--- config.mk ---
export PLATFORM = sky130hd
export DESIGN_NAME = fetch_unit
export DESIGN_NICKNAME = d
export VERILOG_FILES = /design/src/rtl/fetch_unit.sv
export SDC_FILE = /design/constraint.sdc
export NUM_CORES = 1
export LEC_CHECK = 0
export BUFFER_PORTS_ARGS = -buffer_cell sky130_fd_sc_hd__buf_4
export CAP_MARGIN = 10
export CORE_MARGIN = 4
export CORE_UTILIZATION = 30
export CTS_CLUSTER_SIZE = 14
export DETAILED_ROUTE_END_ITERATION = 10
export GPL_TIMING_DRIVEN = 1
export PLACE_DENSITY = 0.57
export SETUP_SLACK_MARGIN = 0.1
export SLEW_MARGIN = 20
export SYNTH_ARGS = -nofsm -noshare
export SYNTH_HDL_FRONTEND = slang
export SYNTH_SLANG_ARGS = --single-unit
export TNS_END_PERCENT = 30
--- constraint.sdc ---
create_clock -name clk -period 2.34 [get_ports clk]
set_input_delay 0.117 -clock clk [delete_from_list [all_inputs] [get_ports clk]]
set_output_delay 0.117 -clock clk [all_outputs]
set_load 0.005 [all_outputs]
--- src/rtl/fetch_unit.sv ---
// Instruction fetch stage: holds PC and IR, fetches one word per load_ir over a
// variable-latency req/ack memory handshake, and squashes fetches made stale by redirects.
module fetch_unit #(
  parameter logic [31:0] RESET_PC = 32'h0000_0000
) (
  input  logic        clk,
  input  logic        rst,
  input  logic        load_ir,
  input  logic        load_pc,
  input  logic        clear_pc,
  input  logic [31:0] pc_in,
  output logic        imem_req,
  output logic [31:0] imem_addr,
  input  logic        imem_ack,
  input  logic [31:0] imem_rdata,
  output logic [31:0] instr,
  output logic [31:0] instr_pc,
  output logic [31:0] pc_read,
  output logic        ir_valid,
  output logic        busy
);

  typedef enum logic [1:0] {IDLE, WAIT, DISCARD} state_t;

  state_t      state;
  logic [31:0] pc;
  logic        redir;
  logic [31:0] redir_pc;

  // clear_pc outranks load_pc whenever both are asserted
  assign redir    = clear_pc | load_pc;
  assign redir_pc = clear_pc ? RESET_PC : pc_in;

  always_ff @(posedge clk) begin
    if (rst) begin
      state     <= IDLE;
      pc        <= RESET_PC;
      instr     <= 32'h0;
      instr_pc  <= RESET_PC;
      pc_read   <= RESET_PC + 32'd8;
      ir_valid  <= 1'b0;
      busy      <= 1'b0;
      imem_req  <= 1'b0;
      imem_addr <= RESET_PC;
    end else begin
      unique case (state)
        IDLE: begin
          if (redir) begin
            pc       <= redir_pc;
            ir_valid <= 1'b0;
          end
          if (load_ir) begin
            imem_req  <= 1'b1;
            imem_addr <= redir ? redir_pc : pc;
            busy      <= 1'b1;
            ir_valid  <= 1'b0;
            state     <= WAIT;
          end
        end
        WAIT: begin
          if (redir) begin
            // A redirect squashes the outstanding fetch; if the ack is already
            // here, reissue immediately at the new target without dropping req.
            pc       <= redir_pc;
            ir_valid <= 1'b0;
            if (imem_ack) begin
              imem_addr <= redir_pc;
            end else begin
              state <= DISCARD;
            end
          end else if (imem_ack) begin
            instr     <= imem_rdata;
            instr_pc  <= imem_addr;
            pc_read   <= imem_addr + 32'd8;
            pc        <= pc + 32'd4;
            ir_valid  <= 1'b1;
            imem_req  <= 1'b0;
            busy      <= 1'b0;
            state     <= IDLE;
          end
        end
        DISCARD: begin
          if (redir) begin
            pc <= redir_pc;
          end
          if (imem_ack) begin
            imem_addr <= redir ? redir_pc : pc;
            state     <= WAIT;
          end
        end
        default: state <= IDLE;
      endcase
    end
  end

endmodule

Word level (Yosys, flattened, before mapping)
Index checks and enable logic that the tools add are counted.

Output and inout bits: 131. Input bits: 70. Register bits after elaboration: 164.

Mux-type cells: 25. Bitwise operators: 2. $add $sub $neg: 2. Reduce and logical (&&, ||, !) cells: 11. Eq/ne operators: 10.

Operator list (count): two-way mux 32 bit (8); case mux 32 bit (3 select lines) (1); case mux 32 bit (2 select lines) (1); adder 32 x 3 -> 32 bit, second input constant (1); adder 32 x 4 -> 32 bit, second input constant (1); two-way mux 2 bit (5); != test 2 bit, second input constant (5); != test 3 bit, second input constant (3); AND reduction 4 bit (2); two-way mux 1 bit (7); case mux 2 bit (3 select lines) (1); AND reduction 3 bit (2); AND reduction 5 bit (1); case mux 1 bit (2 select lines) (2); nonzero test 2 bit (2); nonzero test 3 bit (1); == test 2 x 1 -> 1 bit, second input constant (1); == test 2 bit, second input constant (1); logical NOT 2 bit (1); AND reduction 2 bit (1); OR reduction 2 bit (1); inverter 1 bit (1); bitwise OR 1 bit (1).

Logic depth before layout (Yosys ltp)
Gate-level depths: netlist of the first run.

Word-level depth: 4. Mapped depth: 9. Gate-level depth less buffers: 6.

Worst setup path before layout of the first run
OpenSTA, ideal clock, no wires.

Path type: reg2reg. Start point: register pc[15]. End point: register pc[20]. Arrival: 1887 ps. Library setup time: 74 ps. Clock period less this slack: 1961 ps. Required time: 2266 ps. Cell stages (with the launch flop): 7. Slack: 379 ps. Path through: dfxtp_1 > buf_4 > nand3_1 > or4_4 > or2_1 > or4_1 > a31oi_1.

Word-level cells in the longest chain between the ends: 4.

RTL lines: start, declared (RTL line 26) `logic [31:0] pc;`; start signal, assigned (RTL line 49) `pc <= redir_pc;`; start signal, assigned (RTL line 64) `pc <= redir_pc;`; start signal, assigned (RTL line 75) `pc <= pc + 32'd4;`; adder 32 x 3 -> 32 bit (RTL line 75); two-way mux 32 bit (RTL line 71) `end else if (imem_ack) begin`; two-way mux 32 bit (RTL line 61) `if (redir) begin`; case mux 32 bit (2 select lines) (RTL line 46) `unique case (state)`.

Every way passes these cells. The select of a mux whose other input is x is not followed. A chain may end at the register's enable or synchronous reset.

Worst setup path in the final report of the first run
Start point: register state[0]. End point: register imem_addr[0].

Word-level cells in the longest chain between the ends: 3.

RTL lines: start, declared (RTL line 25) `state_t state;`; start signal, assigned (RTL line 36) `state <= IDLE;`; start signal, assigned (RTL line 57) `state <= WAIT;`; start signal, assigned (RTL line 69) `state <= DISCARD;`; == test 2 x 1 -> 1 bit (tied with other cells) (RTL line 46); != test 2 bit (no line) / nonzero test 3 bit (equally long branches); AND reduction 5 bit (no line); end signal, assigned (RTL line 54) `imem_addr <= redir ? redir_pc : pc;`; end signal, assigned (RTL line 67) `imem_addr <= redir_pc;`; end signal, assigned (RTL line 87) `imem_addr <= redir ? redir_pc : pc;`; end, declared (RTL line 13) `output logic [31:0] imem_addr,`.

Parallel ways exist; a longest one is shown, timed or not.

==> impl_metrics.py, run 1 <==
metrics = {
    "critical_path": {
        "endpoint_kind": "flop",
        "startpoint_type": "flop",
        "worstPathMaxFanout": 31,
        "worst-setup-path-type": "reg2reg",
        "cp_data_required_time_ps": 2690,
        "critPathSlowestCell": "nor2_4",
        "slowest_delay_ps": 860,
        "crit_chain": "nor2b_1 > nor2_4 > buf_4 > mux2i_1 > or3_1 > a21oi_1",
        "arrival_ps": 2550,
        "path_buf_inv": 1,
        "critPathTopFamily": "simple AND/OR/NAND/NOR gates",
    },
    "clocking": {
        "cts_max_path_buffers": 2,
        "clk_latency_ps": 430,
        "cts_setup_buffers": 0,
        "cts.clk_slew.worst_paths_ps": 80,
        "cts-buffers-inserted": 17,
        "cts.sinks": 161,
        "cts_root_buffer": "clkbuf_16",
        "cts_tree": "done",
        "htreeDepth": 4,
    },
    "sta": {
        "finalHoldViolCount": 0,
        "max_freq_ghz": 0.454,
        "finClkSkew_ps": 15.2,
        "tightest_slew_ps": 1150,
        "tns_ps": 0,
        "max-slew-margin-rel_pct": 23.4,
        "finalCritPeriodShare_pct": 94.1,
        "finalMaxSlewViolations": 0,
        "setup_viol": 0,
        "post-route-min-period_ps": 2200,
        "rsz0062_at_grt": "true",
    },
    "synthesis": {
        "syn_area_um2": 7710,
        "synth_seq_cells": 161,
        "asyncSetResetFlopFracSynth_pct": 0,
        "synth_area_per_cell_um2": 7.86,
        "synth_seq_area_share_pct": 41.8,
        "synth_common_cells": "nand2_1 (213), dfxtp_1 (161), a21oi_1 (123)",
        "synth_cells": 981,
        "synth_top_area_share_pct": 41.8,
        "synthDistinctLibCells": 58,
        "synth.most_common_cell": "nand2_1",
        "syn_nets": 1053,
        "synth_top_cell_by_area": "dfxtp_1",
        "synth_edf_count": 0,
        "ys.flop_type": "dfxtp_1",
        "ys_warn_count": 0,
        "synth_area_leaders": "dfxtp_1 (42%), nand2_1 (10%), a21oi_1 (8.0%)",
    },
    "die": {
        "io_pins": 201,
        "coreArea_um2": 25300,
        "start_util_pct": 30.5,
        "dieHeight_um": 168,
        "die_width_um": 168,
        "rows": 58,
        "dieArea_um2": 28300,
    },
    "place": {
        "portBuffers": 200,
        "place_inst": 1476,
        "finalWeightedCongestion": 0.952,
        "dp_hpwl_mm": 20.1,
    },
    "final_layout": {
        "drive_gt1_share_pct": 25.7,
        "fin_nets": 1275,
        "num_antenna_cells": 0,
        "syn2layout_area_growth_pct": 39.2,
        "instances_no_fill": 1546,
        "num-fill-cells": 2595,
    },
    "detailed_routing": {
        "ant_nets": 0,
        "routedWlPerCell_um": 18.1,
        "dr.pass1.iters": 5,
        "viasPerCell": 5.13,
        "drt_iter0_drc": 776,
        "routed_wirelength_mm": 27.9,
        "drc": 0,
        "num_vias": 7928,
    },
    "global_routing": {
        "grt.total_usage_pct": 19.1,
        "grt_pass1_wl_mm": 43.4,
        "grt_max_degree": 103,
        "grt_antenna_before_repair": 0,
        "grt-ovfl-total": 0,
        "grt_pass1_vias": 7382,
    },
    "power_and_ir_drop": {
        "max-vdd-ir-drop_v": 0.000349,
        "pwr-share-seq_pct": 43.5,
        "pwr-share-clk_pct": 44.3,
        "leakage_nw": 4.06,
        "p_sw_mw": 1.75,
        "switching_share_pct": 26.3,
        "p_comb_share_pct": 12.3,
        "p_per_area_nw_per_um2": 622,
        "p_int_mw": 4.92,
    },
    "outcome": {
        "status": "finished, final reports clean",
    },
    "min_path": {
        "min_path_type": "in2reg",
    },
    "flow_run": {
        "drv_cap": 0,
    },
}
[through the flow]
step	worst slack, ps	utilization, %	hold WS, ps	power, mW	area, um^2
2_1_floorplan	379	-	253	3.34	7710
3_3_place_gp	101	38.5	364	3.72	9710
3_5_place_dp	92.3	38.5	374	3.72	9710
4_1_cts	114	42.4	24.9	6.72	10700
5_1_grt	5.12	42.5	59.0	6.90	10700
6_report	139	42.5	50.3	6.68	10700
[power groups by stage]
stage	combinational, mW	sequential (mW)	clock (mW)
after floorplan	0.400	2.94	0
after global placement	0.757	2.96	0
after detailed placement	0.763	2.96	0
after CTS	0.819	2.90	3.00
after global routing	0.885	2.91	3.10
final	0.819	2.90	2.96
[kinds of logic after synthesis]
| group | share of synthesized area (%) |
|---|---|
| buffers and inverters | 5.50 |
| multiplexers | 5.19 |
| AND/OR/NAND/NOR | 25.5 |
| XOR/XNOR | 3.41 |
| adder cells (fa/ha/maj) | 0.324 |
| AO/OA/AOI/OAI | 18.3 |
| flip-flops | 41.8 |
[area by class of cell]
class | instances | area, um^2 | share of cell area [%]
clock inverter | 14 | 178 | 1.66
inverter | 12 | 45.0 | 0.420
tap | 330 | 413 | 3.85
timing repair buffer | 292 | 2320 | 21.7
sequential | 161 | 3230 | 30.1
multi-input combinational | 719 | 4110 | 38.3
clock buffer | 18 | 439 | 4.09
[metal layers]
metal	GRT usage [%]	vias to the layer above	part of all wire, %
met3	3.29	48	6.2
met1	27.2	3690	46
li1	-	3881	-
met2	29.3	309	45
met5	0	-	0
met4	6.42	0	2.7
[tightest hold or removal path, stage by stage]
cell     delay [ps]
buf_4           100
a22oi_1          70
a31oi_1         150
[cells in the final DEF (no fill, tap or decap), types with 8 or more instances in the layout]
| cell | n |
|---|---|
| dfxtp_1 | 158 |
| nor3_1 | 14 |
| a21oi_1 | 123 |
| nand4_1 | 18 |
| buf_4 | 251 |
| clkbuf_16 | 17 |
| xor2_1 | 9 |
| xnor2_1 | 21 |
| nand3_1 | 20 |
| dlygate4sd3_1 | 38 |
| o21ai_0 | 11 |
| inv_1 | 11 |
| nor2_1 | 60 |
| mux2i_1 | 40 |
| nand2_1 | 213 |
| nor4_1 | 8 |
| a211oi_1 | 22 |
| a22oi_1 | 15 |
| or3_1 | 39 |
[final timing paths]
path                                              from                        end  slack [ps]  cells past startpoint
worst max register to register   state[0]$_SDFFE_PP0P_  imem_addr[0]$_SDFFE_PP0P_         140                      6
worst min register to register  instr[27]$_SDFFE_PP0P_     instr[27]$_SDFFE_PP0P_         450                      2
worst max-delay path             state[0]$_SDFFE_PP0P_  imem_addr[0]$_SDFFE_PP0P_         140                      6
worst min-delay path                         pc_in[20]        pc[20]$_SDFFE_PP0P_          50                      3
[timing repair]
item / 4_1_cts / 5_1_grt
hold buffers: 38 / 0
setup endpoints to repair: 1 / 33
resized for setup: 1 / 6
endpoints found under the hold margin: 38 / 0
[registers in the layout, summed over array words and instances (netlist names)]
| register | cells |
|---|---|
| pc | 32 |
| busy | 1 |
| instr_pc | 32 |
| ir_valid | 1 |
| pc_read | 29 |
| imem_addr | 32 |
| state | 2 |
| instr | 32 |
Power figures use the tool's default switching activity.
==> run 2: changes to the inputs <==
--- a/config.mk
+++ b/config.mk
@@ -6,13 +6,14 @@
 export NUM_CORES = 1
 export LEC_CHECK = 0
 export BUFFER_PORTS_ARGS = -buffer_cell sky130_fd_sc_hd__buf_4
-export CAP_MARGIN = 10
+export CAP_MARGIN = 20
 export CORE_MARGIN = 4
-export CORE_UTILIZATION = 30
+export CORE_UTILIZATION = 55
+export CTS_BUF_LIST = sky130_fd_sc_hd__clkbuf_8
 export CTS_CLUSTER_SIZE = 14
 export DETAILED_ROUTE_END_ITERATION = 10
 export GPL_TIMING_DRIVEN = 1
-export PLACE_DENSITY = 0.57
+export PLACE_DENSITY = 0.9
 export SETUP_SLACK_MARGIN = 0.1
 export SLEW_MARGIN = 20
 export SYNTH_ARGS = -nofsm -noshare
==> run 2 against run 1 <==
Compared with the run above:
- core utilization up 33 points
- combinational power grew 1%
- register-to-register slack about the same
- cell area fell by 2.5%
- sequential share of layout area rose by 0.84 points
- first-iteration DRC count is 42% higher
- hold slack got worse by 37 ps
- non-clock buffer count is 5 higher
- final cell count decreased by 9.4%
- largest cell class unchanged
==> impl_metrics.py, run 2 (same netlist as run 1, synthesis figures left out) <==
metrics = {
    "outcome": {
        "status": "finished, final reports clean",
    },
    "sta": {
        "max-slew-margin-rel_pct": 28.9,
        "finalCritPeriodShare_pct": 93.7,
        "finalHoldViolCount": 0,
        "setup_viol": 0,
        "tightest_slew_ps": 1060,
        "tns_ps": 0,
        "finClkSkew_ps": 8.85,
        "layout_setup_ws_ps": 147,
        "rsz0062_at_grt": "true",
        "holdWs_ps": 13.7,
        "post-route-min-period_ps": 2190,
        "max_freq_ghz": 0.456,
        "finalMaxSlewViolations": 0,
    },
    "global_routing": {
        "grt_antenna_before_repair": 0,
        "grt.total_usage_pct": 32.8,
        "grt-ovfl-total": 0,
        "grt_pass1_wl_mm": 42.2,
        "grt_max_degree": 70,
        "grt_pass1_vias": 7909,
    },
    "die": {
        "io_pins": 201,
        "dieArea_um2": 16000,
        "rows": 43,
        "die_width_um": 126,
        "coreArea_um2": 13800,
        "start_util_pct": 55.8,
        "dieHeight_um": 126,
    },
    "detailed_routing": {
        "met2_length_mm": 13.0,
        "drc": 0,
        "ant_nets": 0,
        "routed_wirelength_mm": 27.8,
        "met3_wirelength_mm": 3.20,
        "routedWlPerCell_um": 19.9,
        "drt_iter0_drc": 1099,
        "top_layer": "met4",
        "wl_met1_mm": 10.1,
        "num_vias": 8670,
        "viasPerCell": 6.19,
        "dr.pass1.iters": 6,
    },
    "critical_path": {
        "critPathSlowestCell": "dfxtp_1",
        "startpoint_type": "flop",
        "slowest_delay_ps": 500,
        "cp_data_required_time_ps": 2710,
        "crit_chain": "and4_1 > buf_4 > nand4_1 > nor2_1 > buf_4 > a31oi_1 > or3_1",
        "endpoint_kind": "flop",
        "arrival_ps": 2560,
        "path_common_cell": "buf_4",
        "worstPathMaxFanout": 7,
        "worst-setup-path-type": "reg2reg",
    },
    "place": {
        "place_inst": 1319,
        "portBuffers": 200,
        "postPlaceCellArea_um2": 9470,
        "finalWeightedCongestion": 1.06,
        "dp_hpwl_mm": 17.7,
        "place_ws_ps": 168,
    },
    "power_and_ir_drop": {
        "leakage_nw": 4.01,
        "p_int_mw": 4.46,
        "switching_share_pct": 27.0,
        "pwr-share-seq_pct": 47.7,
        "p_sw_mw": 1.65,
        "p_total_mw": 6.10,
        "pwr-share-clk_pct": 38.6,
        "max-vdd-ir-drop_v": 0.000343,
        "p_comb_share_pct": 13.6,
        "p_per_area_nw_per_um2": 583,
    },
    "clocking": {
        "cts-buffers-inserted": 17,
        "clk_latency_ps": 480,
        "cts_tree": "done",
        "cts.sinks": 161,
        "htreeDepth": 4,
        "cts.clk_slew.worst_paths_ps": 80,
        "cts_max_path_buffers": 2,
        "cts_root_buffer": "clkbuf_8",
    },
    "flow_run": {
        "drv_cap": 0,
    },
    "final_layout": {
        "final_common_cell": "buf_4",
        "post-route-util_pct": 75.7,
        "fin_nets": 1280,
        "drive_gt1_share_pct": 25.5,
        "num_antenna_cells": 0,
        "syn2layout_area_growth_pct": 35.7,
        "instances_no_fill": 1401,
        "fin_area_um2": 10500,
        "final_cell_mix": "buf_4 (244), nand2_1 (213), dfxtp_1 (152)",
    },
    "min_path": {
        "min_path_type": "in2reg",
    },
}
-- run 2: area by class of cell --
cell class	count	area [um^2]
timing repair buffer	297	2410
fill	916	3360
inverter	12	45.0
sequential	161	3230
clock inverter	12	176
tap	180	225
multi-input combinational	719	4100
clock buffer	20	275
-- run 2: worst paths after layout --
check / start / slack (ps) / cells past startpoint / end
hold reg to reg: instr_pc[11]$_SDFFE_PP0P_ / 460 / 2 / instr_pc[11]$_SDFFE_PP0P_
setup / recovery: pc[5]$_SDFFE_PP0P_ / 150 / 7 / pc[31]$_SDFFE_PP0P_
hold / removal: pc_in[6] / 10 / 4 / pc[6]$_SDFFE_PP0P_
setup reg to reg: pc[5]$_SDFFE_PP0P_ / 150 / 7 / pc[31]$_SDFFE_PP0P_
-- run 2: power groups by stage --
stage	Sequential [mW]	Clock (mW)	Combinational, mW
4_1_cts	2.90	2.34	0.789
3_3_place_gp	2.96	0	0.703
2_1_floorplan	2.94	0	0.400
5_1_grt	2.92	2.46	0.882
6_report	2.91	2.36	0.831
3_5_place_dp	2.97	0	0.718
-- run 2: what timing repair did --
| action | 4_1_cts | 5_1_grt |
|---|---|---|
| endpoints found under the hold margin | 48 | 0 |
| hold buffers | 49 | 0 |
| setup buffers | 0 | 0 |
| endpoints found under the setup margin | 0 | 18 |
| resized for setup | 0 | 12 |
-- run 2: metal layers --
metal	up-vias	global-route usage, %
li1	3890	-
met1	4024	41.3
met2	625	51.6
met3	131	7.41
met4	0	19.1
met5	-	0
-- run 2: critical path, delay by kind of cell, from the launching register on --
kind	cells	cell delay, ps
AOI/OAI and AO/OA	1	80
buffers and inverters	2	340
DFF	1	500
and+or+nand+nor	4	1150
